$ cat src/rtl/uart_tx_serializer_pkg.sv
// Shared UART constants: FSM encoding, oversample ratio, parity modes and the 9600-baud divider step.
// Imported by the tx serializer today and intended for the divider and the rx path as well.
package uart_tx_serializer_pkg;

    localparam int unsigned UART_OVERSAMPLE = 16;

    localparam logic [2:0] ST_IDLE   = 3'd0;
    localparam logic [2:0] ST_START  = 3'd1;
    localparam logic [2:0] ST_DATA   = 3'd2;
    localparam logic [2:0] ST_PARITY = 3'd3;
    localparam logic [2:0] ST_STOP   = 3'd4;

    localparam logic [1:0] PARITY_MODE_NONE = 2'd0;
    localparam logic [1:0] PARITY_MODE_EVEN = 2'd1;
    localparam logic [1:0] PARITY_MODE_ODD  = 2'd2;

    // Phase-accumulator step: 2^32 * 9600 * 16 / 100 MHz.
    localparam logic [31:0] DEVIDE_CNT = 32'd6597070;

    function automatic logic parity_bit(input logic [7:0] data, input logic odd);
        return (^data) ^ odd;
    endfunction

endpackage

$ cat src/rtl/uart_tx_serializer_if.sv
// Upstream valid/ready word interface feeding the UART transmitter.
interface uart_tx_serializer_if #(
    parameter int unsigned DATA_BITS = 8
);
    logic [DATA_BITS-1:0] tx_data;
    logic                 tx_valid;
    logic                 tx_ready;

    modport master (output tx_data, output tx_valid, input  tx_ready);
    modport slave  (input  tx_data, input  tx_valid, output tx_ready);
endinterface

$ cat src/rtl/uart_tx_serializer_bit_timer.sv
// Counts oversample ticks and pulses bit_end on the tick that closes a bit period.
// Held at zero while clear is high so the first bit always gets its full tick count.
module uart_bit_timer #(
    parameter int unsigned OVERSAMPLE = 16
) (
    input  logic clk,
    input  logic rst,
    input  logic clear,
    input  logic baud_x16_en,
    output logic bit_end
);
    localparam int unsigned TW = (OVERSAMPLE > 1) ? $clog2(OVERSAMPLE) : 1;
    localparam logic [TW-1:0] TICK_LAST = TW'(OVERSAMPLE - 1);

    logic [TW-1:0] tick_cnt_q, tick_cnt_d;

    always_comb begin
        tick_cnt_d = tick_cnt_q;
        bit_end    = 1'b0;
        if (clear) begin
            tick_cnt_d = '0;
        end else if (baud_x16_en) begin
            if (tick_cnt_q == TICK_LAST) begin
                tick_cnt_d = '0;
                bit_end    = 1'b1;
            end else begin
                tick_cnt_d = tick_cnt_q + 1'b1;
            end
        end
    end

    always_ff @(posedge clk) begin
        if (rst) tick_cnt_q <= '0;
        else     tick_cnt_q <= tick_cnt_d;
    end
endmodule

$ cat src/rtl/uart_tx_serializer.sv
// UART transmit serializer: start bit, LSB-first data, optional parity, stop bit(s).
// Driven by a 16x oversample enable from the baud divider; txd is a registered output.
module uart_tx_serializer
    import uart_tx_serializer_pkg::*;
#(
    parameter int unsigned DATA_BITS  = 8,
    parameter int unsigned PARITY_EN  = 0,
    parameter int unsigned PARITY_ODD = 0,
    parameter int unsigned STOP_BITS  = 1,
    parameter int unsigned OVERSAMPLE = UART_OVERSAMPLE
) (
    input  logic                 clk,
    input  logic                 rst,
    input  logic                 baud_x16_en,
    uart_tx_serializer_if.slave  tx,
    output logic                 txd,
    output logic                 tx_busy,
    output logic                 tx_done
);
    localparam logic [2:0] DATA_LAST = 3'(DATA_BITS - 1);
    localparam logic [2:0] STOP_LAST = 3'(STOP_BITS - 1);

    logic [2:0]           state_q, state_d;
    logic [2:0]           bit_cnt_q, bit_cnt_d;
    logic [DATA_BITS-1:0] shift_q, shift_d;
    logic [DATA_BITS-1:0] data_q, data_d;
    logic                 txd_q, txd_d;
    logic                 done_q, done_d;
    logic                 bit_end;
    logic                 idle;
    logic                 accept;
    logic                 par;

    assign idle        = (state_q == ST_IDLE);
    assign accept      = idle & tx.tx_valid;
    assign tx.tx_ready = idle;
    assign par         = parity_bit(8'(data_q), (PARITY_ODD != 0));

    uart_bit_timer #(
        .OVERSAMPLE (OVERSAMPLE)
    ) u_bit_timer (
        .clk         (clk),
        .rst         (rst),
        .clear       (idle),
        .baud_x16_en (baud_x16_en),
        .bit_end     (bit_end)
    );

    always_comb begin
        state_d   = state_q;
        bit_cnt_d = bit_cnt_q;
        shift_d   = shift_q;
        data_d    = data_q;
        done_d    = 1'b0;
        case (state_q)
            ST_IDLE: begin
                if (accept) begin
                    shift_d   = tx.tx_data;
                    data_d    = tx.tx_data;
                    bit_cnt_d = '0;
                    state_d   = ST_START;
                end
            end
            ST_START: begin
                if (bit_end) state_d = ST_DATA;
            end
            ST_DATA: begin
                if (bit_end) begin
                    shift_d = shift_q >> 1;
                    if (bit_cnt_q == DATA_LAST) begin
                        bit_cnt_d = '0;
                        state_d   = (PARITY_EN != 0) ? ST_PARITY : ST_STOP;
                    end else begin
                        bit_cnt_d = bit_cnt_q + 3'd1;
                    end
                end
            end
            ST_PARITY: begin
                if (bit_end) state_d = ST_STOP;
            end
            ST_STOP: begin
                if (bit_end) begin
                    if (bit_cnt_q == STOP_LAST) begin
                        bit_cnt_d = '0;
                        state_d   = ST_IDLE;
                        done_d    = 1'b1;
                    end else begin
                        bit_cnt_d = bit_cnt_q + 3'd1;
                    end
                end
            end
            default: state_d = ST_IDLE;
        endcase

        // Line level is decoded from the next state so txd lines up with state_q.
        case (state_d)
            ST_START:  txd_d = 1'b0;
            ST_DATA:   txd_d = shift_d[0];
            ST_PARITY: txd_d = par;
            default:   txd_d = 1'b1;
        endcase
    end

    always_ff @(posedge clk) begin
        if (rst) begin
            state_q   <= ST_IDLE;
            bit_cnt_q <= '0;
            shift_q   <= '0;
            data_q    <= '0;
            txd_q     <= 1'b1;
            done_q    <= 1'b0;
        end else begin
            state_q   <= state_d;
            bit_cnt_q <= bit_cnt_d;
            shift_q   <= shift_d;
            data_q    <= data_d;
            txd_q     <= txd_d;
            done_q    <= done_d;
        end
    end

    assign txd     = txd_q;
    assign tx_busy = ~idle;
    assign tx_done = done_q;
endmodule
$ cat src/flat_wrapper.sv
// flat-port wrapper written by rule: the top's interface ports become plain ports
module uart_tx_serializer_flat import uart_tx_serializer_pkg::*;
#(
    parameter int unsigned DATA_BITS  = 8,
    parameter int unsigned PARITY_EN  = 0,
    parameter int unsigned PARITY_ODD = 0,
    parameter int unsigned STOP_BITS  = 1,
    parameter int unsigned OVERSAMPLE = UART_OVERSAMPLE
)
  (clk, rst, baud_x16_en, txd, tx_busy, tx_done, tx_tx_data, tx_tx_valid, tx_tx_ready);
  uart_tx_serializer_if #(.DATA_BITS(DATA_BITS)) tx_i ();
  input  logic clk;
  input  logic rst;
  input  logic baud_x16_en;
  output logic txd;
  output logic tx_busy;
  output logic tx_done;
  input wire logic [$bits(tx_i.tx_data)-1:0] tx_tx_data;
  input wire logic [$bits(tx_i.tx_valid)-1:0] tx_tx_valid;
  output wire logic [$bits(tx_i.tx_ready)-1:0] tx_tx_ready;
  assign tx_i.tx_data = tx_tx_data;
  assign tx_i.tx_valid = tx_tx_valid;
  assign tx_tx_ready = tx_i.tx_ready;
  uart_tx_serializer #(.DATA_BITS(DATA_BITS), .PARITY_EN(PARITY_EN), .PARITY_ODD(PARITY_ODD), .STOP_BITS(STOP_BITS), .OVERSAMPLE(OVERSAMPLE)) u_core (.clk(clk), .rst(rst), .baud_x16_en(baud_x16_en), .tx(tx_i), .txd(txd), .tx_busy(tx_busy), .tx_done(tx_done));
endmodule
$ cat config.mk
export PLATFORM = sky130hd
export DESIGN_NAME = uart_tx_serializer_flat
export DESIGN_NICKNAME = d
export VERILOG_FILES = /design/src/rtl/uart_tx_serializer_pkg.sv /design/src/rtl/uart_tx_serializer_if.sv /design/src/rtl/uart_tx_serializer_bit_timer.sv /design/src/rtl/uart_tx_serializer.sv /design/src/flat_wrapper.sv
export SDC_FILE = /design/constraint.sdc
export NUM_CORES = 1
export LEC_CHECK = 0
export ABC_AREA = 0
export CAP_MARGIN = 20
export CORE_MARGIN = 5
export CORE_UTILIZATION = 37
export DETAILED_ROUTE_END_ITERATION = 8
export HOLD_SLACK_MARGIN = 0.15
export MAX_ROUTING_LAYER = met4
export PLACE_DENSITY = 0.56
export SETUP_SLACK_MARGIN = 0.4
export SYNTH_ARGS = -nofsm -noshare
export SYNTH_HDL_FRONTEND = slang
export SYNTH_HIERARCHICAL = 1
export SYNTH_SLANG_ARGS = --single-unit
$ cat constraint.sdc
create_clock -name clk -period 2.95 [get_ports clk]
set_input_delay 0.295 -clock clk [delete_from_list [all_inputs] [get_ports clk]]
set_output_delay 0.295 -clock clk [all_outputs]
set_load 0.1 [all_outputs]
Word-level counts from Yosys, hierarchy flattened

Index checks and enable logic that the tools add are counted.

Input bits: 12
Bits in registers: 28

Bitwise operators: 4
Reductions and logical operators: 10
Multiplexer cells: 23
$add $sub $neg: 2
Eq/ne operators: 12

Operators with widths:

| operator                                            | count |
|---|---|
| two-way mux 3 bit                                   | 12 |
| two-way mux 8 bit                                   | 2 |
| case mux 8 bit (2 select lines)                     | 1 |
| case mux 3 bit (5 select lines)                     | 1 |
| equality test 3 x 2 -> 1 bit, second input constant | 4 |
| case mux 3 bit (3 select lines)                     | 1 |
| parity 8 bit                                        | 1 |
| equality test 3 x 1 -> 1 bit, second input constant | 2 |
| equality test 3 bit, second input constant          | 2 |
| logical NOT 3 bit                                   | 2 |
| adder 4 x 1 -> 4 bit, second input constant         | 1 |
| equality test 4 bit, second input constant          | 1 |
| two-way mux 1 bit                                   | 4 |
| two-way mux 4 bit                                   | 1 |
| != test 2 x 1 -> 1 bit, second input constant       | 2 |
| AND reduction 4 bit                                 | 1 |
| adder 3 x 1 -> 3 bit, second input constant         | 1 |
| NOT 1 bit                                           | 3 |
| case mux 1 bit (3 select lines)                     | 1 |
| AND reduction 3 bit                                 | 1 |
| nonzero test 3 bit                                  | 1 |
| OR reduction 3 bit                                  | 1 |
| != test 2 bit, second input constant                | 1 |
| AND reduction 2 bit                                 | 1 |
| other kinds (3)                                     | 3 |

Longest topological paths before layout

Gate-level depths: netlist (run 1).

Depth after elaboration: 8
Gate-level depth with buffers: 10

Cells and area by module

Netlist (run 1), hierarchy kept.

By module, submodules not included:

| module             | seq. area each (µm²) | area an instance (µm²) | cells an instance | times used |
|---|---|---|---|---|
| uart_tx_serializer | 480.5                | 1124.8                 | 137               | 1 |
| uart_bit_timer     | 80.1                 | 181.4                  | 19                | 1 |

Least setup slack after synthesis (run 1)

No wires, ideal clock.

Path kind: register to register
Start: register u_core.state_q[1]
End: register u_core.txd_q (netlist: u_core/txd)
Data required time: 2.826 ns
Library setup time: 0.124 ns
Data arrival time: 3.427 ns
Cell stages (with the launch flop): 11
Period minus slack after synthesis: 3.551 ns
Path slack: -0.601 ns
Path through: dfxtp_1 -> buf_2 -> or3_1 -> inv_1 -> nor2_1 -> nor4bb_1 -> buf_2 -> nor2_4 -> a22o_1 -> o21ai_1 -> nand3_1

Longest elaborated chain between the ends: 6
Elaborated cells between the ends (all ways): 22

Ends and longest elaborated chain:

| item                                                                                | line                               | text |
|---|---|---|
| start: declaration                                                                  | uart_tx_serializer.sv:23           | `logic [2:0] state_q, state_d;` |
| start signal: assignment                                                            | uart_tx_serializer.sv:113          | `state_q <= state_d;` |
| logical NOT 3 bit (*)                                                               | uart_tx_serializer.sv:34           | `assign idle = (state_q == ST_IDLE);` |
| named net tx_tx_ready                                                               | flat_wrapper.sv:20                 | `output wire logic [$bits(tx_i.tx_ready)-1:0] tx_tx_ready;` |
| two-way mux 1 bit (*)                                                               | uart_tx_serializer_bit_timer.sv:20 | `if (clear) begin` |
| named net u_core.bit_end                                                            | uart_tx_serializer.sv:29           | `logic bit_end;` |
| two-way mux 3 bit, on equally long branches                                         | -                                  |  |
| case mux 3 bit (5 select lines)                                                     | uart_tx_serializer.sv:55           | `case (state_q)` |
| equality test 3 x 2 -> 1 bit / equality test 3 x 1 -> 1 bit (equally long branches) | uart_tx_serializer.sv:96           | `case (state_d)` |
| case mux 1 bit (3 select lines) (*)                                                 | uart_tx_serializer.sv:96           |  |
| end signal: assignment                                                              | uart_tx_serializer.sv:117          | `txd_q <= txd_d;` |
| end: declaration                                                                    | uart_tx_serializer.sv:27           | `logic txd_q, txd_d;` |

The timed path passes the listed nets; every way through them passes the cells marked *. The select of a mux whose other input is x is not followed.
A chain may end at the register's enable or synchronous reset.

Worst setup path after layout (run 1)

Start: register u_core.state_q[0]
End: register u_core.txd_q (netlist: u_core/txd)

Longest elaborated chain between the ends: 6
Elaborated cells between the ends (all ways): 22

Ends and longest elaborated chain:

| item                                                                                | line |
|---|---|
| logical NOT 3 bit (*)                                                               | uart_tx_serializer.sv:34 |
| two-way mux 1 bit (*)                                                               | uart_tx_serializer_bit_timer.sv:20 |
| named net u_core.bit_end                                                            | uart_tx_serializer.sv:29 |
| two-way mux 3 bit, on equally long branches                                         | - |
| case mux 3 bit (5 select lines)                                                     | uart_tx_serializer.sv:55 |
| equality test 3 x 2 -> 1 bit / equality test 3 x 1 -> 1 bit (equally long branches) | uart_tx_serializer.sv:96 |
| case mux 1 bit (3 select lines) (*)                                                 | uart_tx_serializer.sv:96 |

Marked as above.

==> results of run 1 <==
## cells by family after synthesis
kind of cell	count (synthesis)	synth area share, %
and+or+nand+nor	72	27.97
AOI/OAI and AO/OA	31	13.60
DFF	28	42.91
xor gates and xnor gates	10	6.705
buffers and inverters	10	4.214
adders and majority gates	4	3.832
muxes	1	0.7663
## area by class of cell
class,count,area (µm²),area share (%)
multi-input combinational,118,703.2,45.32
sequential,28,564.3,36.37
timing repair buffer,17,155.1,10.00
tap,46,57.56,3.710
clock inverter,1,30.03,1.935
clock buffer,3,22.52,1.452
inverter,4,18.77,1.210
## critical path, stage by stage, from the launching register on
cell        delay [ns]
dfxtp_1           0.59
or3_4             0.22
clkinvlp_4        0.14
nor2_4            0.19
nor4bb_1          0.24
buf_4             0.21
nor2_4            0.07
a22o_1            0.25
o21ai_1           0.12
nand3_1           0.07
## per-layer routing
layer,part of all wire [%],vias to the layer above,GRT usage (%)
li1,-,565,-
met1,48,516,15.83
met2,46,22,18.01
met3,4.6,2,2.029
met4,0.84,0,4.555
met5,0,-,-
## cell usage after synthesis
library cell and number:
nor3_1 2, nor2b_1 5, o21ai_1 1, buf_2 2, o22ai_1 1, nor2_2 1, nor3_2 1, clkbuf_1 2
inv_1 4, nand2b_1 5, or3_1 2, xnor2_1 7, nor3b_1 2, a22o_1 1, nand3_1 6, nor4bb_1 1
a31oi_1 7, nor2_4 1, o21ai_0 5, a211oi_1 2, nor4b_4 1, mux2i_1 1, nand2_1 35, dfxtp_1 28
nor2_1 8, a21oi_1 13, nand4_1 2, ha_1 4, buf_6 2, xor2_1 3, a41oi_1 1
## power breakdown
group,leakage (nW),switching [mW],internal [mW]
clock,0.0279,0.115,0.137
combinational,0.289,0.0734,0.0497
sequential,0.230,0.0117,0.394
total,0.547,0.200,0.581
## worst max path at each step
stage / startpoint / to / cells after the start
floorplan: u_core/state_q[1] / u_core/txd / 10
global placement: baud_x16_en / u_core/txd / 9
detailed placement: baud_x16_en / u_core/txd / 9
CTS: u_core/state_q[0] / u_core/txd / 9
global route: u_core/state_q[0] / u_core/bit_cnt_q[1] / 7
finish: u_core/state_q[0] / u_core/txd / 9
## sequential cells by signal, indices dropped and copies added, names as in the netlist
register	cells
u_core/bit_cnt_q	3
u_core/data_q	8
u_core/shift_q	8
u_core/state_q	3
u_core/tx_done	1
u_core/txd	1
u_core/u_bit_timer/tick_cnt_q	4
==> run summary, run 1 <==
CTS tree: built
Initial Util: 38.54%
Final #Nets: 188
num rows: 21
hold path start: u_core/shift_q[7]
Seq/Total Area, Yosys: 42.91%
fill count: 342
Diodes inserted: 0
CTS max path bufs: 2
#FFs+latches synth: 28
Die X-Extent: 69.42 µm
Root Buffer: clkbuf_4
postcts setup bufs: 0
Lkg Pwr: 0.5469 nW
Max Slew Vio Count: 0
Resize count post-CTS: 0
RSZ-0062 raised after global routing: no
clk_skew: 0.004374 ns
Worst Hold Class: reg2reg
P&R area growth vs syn: 18.77%
post-detail-place hpwl: 1911 µm
Worst Hold Depth: 2
min setup slack post-route: 0.7644 ns
final hold vios: 0
synthesized area per cell: 8.373 µm²
number of endpoints failing setup at the final stage: 0
CTS clk-pin slew, worst paths: 0.16 ns
share of the synthesized area in the top cell type: 42.91%
type of origin of the critical path: flop
Worst Reg2Reg Path Length in Cells: 9
initial antenna violation count: 0
# port buffers: 15
Mapped Nets: 172
Post-DRT Antenna Nets: 0
total routed wirelength: 2621 µm
Placed Area: 0.001499 mm²
Max Cap Viol: 0
Post-CTS Hold Fix Bufs: 0
VDD IR-drop max: 168.4 µV
largest net degree at the start of global routing: 17
post-synthesis cell type count: 31
worst hold margin: 0.4759 ns
Via density: 5.092
vias: 1105
reg2reg setup slack: 0.76 ns
type of the worst setup path: reg2reg
pre-CTS setup slack: 0.5779 ns
grt total ovfl: 0
final cell count without fillers: 217
hold path endpoint: u_core/shift_q[7]
WP data required: 3.18 ns
vias in the first global route: 1048
setup TNS: 0 ns
CTS sink cnt: 28
fin crit period: 2.186 ns
Residual DRC: 0
H-tree Lvls: 1
Vert. Die Dim: 69.42 µm
Routed WL per cell: 12.08 µm
Pwr Density: 503.0 mW/mm²
commonest non-fill, non-tap cell in the layout: nand2_1
CP endpoint kind: flop
Least-Margin Pin Slew: 0.6479 ns
largest cells by area after synthesis: dfxtp_1, nand2_1, a21oi_1
Slew HR: 56.63%
first-pass GRT wire length: 4671 µm
GPL Wtd Cong: 0.8682
Tcrit/Tclk final: 74.09%
Yosys top cell by area: dfxtp_1
FF-to-FF Start: u_core/state_q[0]
Reg-to-Reg End: u_core/txd
FMAX: 0.4575 GHz
die area: 0.004818 mm²
IO Pins: 16
Worst-Skew Late Latency: 0.32 ns
share of cells above drive strength 1: 10.53%
Cells after DPL: 213
GRT Total Usage: 11.91%
CP Max Fanout: 11
outcome: finished clean
synth warn: 6
Total Power: 0.7804 mW
CTS buffer count: 3
post-route cell area: 0.001551 mm²
cell area after synthesis: 0.001306 mm²
CP Data Arrival Time: 2.42 ns
most frequent cells in the layout: nand2_1, dfxtp_1, a21oi_1
Synth Instances: 156
post-layout util: 45.77%
DR iter-0 viols: 55
drt pass-1 iters: 4
core footprint: 0.003390 mm²
Note: power is estimated with default switching activity, not from simulation.
==> run 2: changes to the inputs <==
--- a/config.mk
+++ b/config.mk
@@ -12,7 +12,7 @@
 export DETAILED_ROUTE_END_ITERATION = 8
 export HOLD_SLACK_MARGIN = 0.15
 export MAX_ROUTING_LAYER = met4
-export PLACE_DENSITY = 0.56
+export PLACE_DENSITY = 0.58
 export SETUP_SLACK_MARGIN = 0.4
 export SYNTH_ARGS = -nofsm -noshare
 export SYNTH_HDL_FRONTEND = slang
==> constraint.sdc (replaced) <==
create_clock -name clk -period 1.92 [get_ports clk]
set_input_delay 0.192 -clock clk [delete_from_list [all_inputs] [get_ports clk]]
set_output_delay 0.192 -clock clk [all_outputs]
set_load 0.1 [all_outputs]
==> run summary, run 2 (same netlist as run 1, synthesis figures left out) <==
share of cells above drive strength 1: 40.84% (+30 points)
top sig layer: met4
CTS sink cnt: 28 (unchanged)
P&R area growth vs syn: 51.15%
GRT Total Usage: 12.57% (+0.65 points)
largest registers: u_core/data_q x8, u_core/shift_q x8, u_core/u_bit_timer/tick_cnt_q x4
vias in the first global route: 1153 (+10%)
fin crit period: 1.773 ns (-0.4122 ns)
RSZ-0062 raised after global routing: yes
FMAX: 0.5639 GHz (+23%)
Max Slew Vio Count: 0 (unchanged)
drt pass-1 iters: 4 (unchanged)
Die X-Extent: 69.42 µm (unchanged)
initial antenna violation count: 0 (unchanged)
min setup slack post-route: 0.1466 ns (-0.6178 ns)
Max Cap Viol: 0 (unchanged)
setup TNS: 0 ns (unchanged)
num rows: 21 (unchanged)
Least-Margin Pin Slew: 0.3356 ns (-0.3123 ns)
WP data required: 2.16 ns (-1.02 ns)
Met1 Wirelength: 1437 µm (+13%)
CP Max Fanout: 7 (-4)
Diodes inserted: 0 (unchanged)
Worst-Skew Late Latency: 0.32 ns (about the same)
Slew HR: 77.58% (+21 points)
Vert. Die Dim: 69.42 µm (unchanged)
met2 wire len: 1598 µm (+33%)
H-tree Lvls: 1 (unchanged)
Root Buffer: clkbuf_4
GPL Wtd Cong: 0.7985 (-8.0%)
hold path endpoint: u_core/data_q[2]
CP Data Arrival Time: 2.02 ns (-0.40 ns)
Post-CTS Hold Fix Bufs: 0 (unchanged)
Residual DRC: 0 (unchanged)
first-pass GRT wire length: 5009 µm (+7.2%)
CP max stage delay: 0.40 ns (-0.19 ns)
fill count: 296 (-13%)
core footprint: 0.003390 mm² (unchanged)
type of the worst setup path: reg2reg
number of endpoints failing setup at the final stage: 0 (unchanged)
reg2reg setup slack: 0.15 ns (-0.62 ns)
grt total ovfl: 0 (unchanged)
Via density: 4.983 (-2.1%)
final cell count without fillers: 237 (+9.2%)
VDD IR-drop max: 331.9 µV (+97%)
die area: 0.004818 mm² (unchanged)
post-detail-place hpwl: 2023 µm (+5.9%)
outcome: finished clean
CTS max path bufs: 2 (unchanged)
commonest non-fill, non-tap cell in the layout: dfxtp_1
Buf/Inv on CP: 3 (+1)
Worst Reg2Reg Path Length in Cells: 9 (unchanged)
Pwr Density: 598.6 mW/mm² (+19%)
crit-path leading delay family: simple AND/OR/NAND/NOR gates
DR iter-0 viols: 58 (+5.5%)
Slowest cell on crit path: or3_4
Tcrit/Tclk final: 92.37% (+18 points)
Post-DRT Antenna Nets: 0 (unchanged)
CP endpoint kind: flop
worst-path cell chain: or3_4, clkinvlp_4, nor2_4, nor4bb_4, buf_4, nor2_4, buf_6, nand2_2, a31oi_1
met3 WL post-DR: 124 µm (+2.5%)
critical path's most frequent cell: nor2_4
Worst Hold Depth: 3 (+1)
Final #Nets: 208 (+11%)
Routed WL per cell: 13.52 µm (+12%)
CTS buffer count: 3 (unchanged)
pre-CTS setup slack: -0.0005828 ns (-0.5785 ns)
CTS clk-pin slew, worst paths: 0.15 ns (about the same)
largest net degree at the start of global routing: 24 (+7)
final hold vios: 0 (unchanged)
type of origin of the critical path: flop
hold path start: tx_tx_data[2]
Lkg Pwr: 0.7251 nW (+33%)
Worst Hold Class: in2reg
# port buffers: 15 (unchanged)
FF-to-FF Start: u_core/state_q[2]
most frequent cells in the layout: dfxtp_1, nand2_1, buf_4
CTS tree: built
Initial Util: 38.54% (unchanged)
Reg-to-Reg End: u_core/shift_q[4]
total routed wirelength: 3204 µm (+22%)
clk_skew: 0.01072 ns (+0.006343 ns)
vias: 1181 (+6.9%)
IO Pins: 16 (unchanged)
Cells after DPL: 222 (+4.2%)
run 2: cell count changes in the layout (fill, tap and decap cells not counted), moves of 3 or more:
cell / before / now
nand2_1: 35 / 19
nand2_2: 0 / 9
a21oi_1: 13 / 4
dfxtp_1: 27 / 24
dfxtp_2: 0 / 3
a21oi_2: 0 / 9
buf_6: 0 / 6
buf_12: 0 / 4
buf_4: 6 / 16
nand2_4: 0 / 7
run 2: layer usage:
metal	vias up	GRT usage, %
li1	602	-
met3	4	2.899
met1	548	14.52
met4	0	5.640
met2	27	20.66
met5	-	-
run 2: area by class of cell:
class / instances / area [µm²] / area share (%)
timing repair buffer: 37 / 377.9 / 19.14
sequential: 28 / 568.0 / 28.77
inverter: 4 / 18.77 / 0.9506
tap: 46 / 57.56 / 2.915
clock buffer: 4 / 36.28 / 1.838
multi-input combinational: 118 / 915.9 / 46.39
run 2: worst max-delay path by stage:
stage | start | end | slack [ns] | depth (start not counted)
CTS | u_core/state_q[2] | u_core/bit_cnt_q[0] | 0.21 | 8
global route | u_core/u_bit_timer/tick_cnt_q[0] | u_core/txd | 0.04 | 9
finish | u_core/state_q[2] | u_core/shift_q[4] | 0.15 | 9
global placement | baud_x16_en | u_core/txd | 0.03 | 9
floorplan | u_core/state_q[1] | u_core/txd | -0.74 | 10
detailed placement | baud_x16_en | u_core/txd | -0.0006 | 9
run 2: what timing repair did:
action	4_1_cts	5_1_grt
setup endpoints to repair	15	24
setup buffers	4	7
gates resized for setup	15	48
pin swaps	17	17
run 2: metrics by stage:
step | power [mW] | cell area (µm²) | utilization (%) | hold WS (ns)
after floorplan | 0.7707 | 1338 | - | 0.2617
after global placement | 0.8470 | 1597 | 47.10 | 0.4440
after detailed placement | 0.8496 | 1597 | 47.10 | 0.4597
after CTS | 1.142 | 1725 | 50.90 | 0.4297
after global routing | 1.241 | 1974 | 58.25 | 0.4509
final | 1.182 | 1974 | 58.25 | 0.4393
run 2: where the power goes:
| part | total [mW] | switching, mW | internal [mW] |
|---|---|---|---|
| clock network | 0.279 | 0.164 | 0.116 |
| logic | 0.281 | 0.152 | 0.129 |
| registers | 0.621 | 0.0166 | 0.605 |
run 2: worst register-to-register path, delay by kind of cell, from the launching register on:
| family | cells | cell delay (ns) |
|---|---|---|
| flip-flops | 1 | 0.36 |
| buffers and inverters | 3 | 0.40 |
| AO/OA/AOI/OAI | 1 | 0.17 |
| AND/OR/NAND/NOR | 5 | 0.76 |
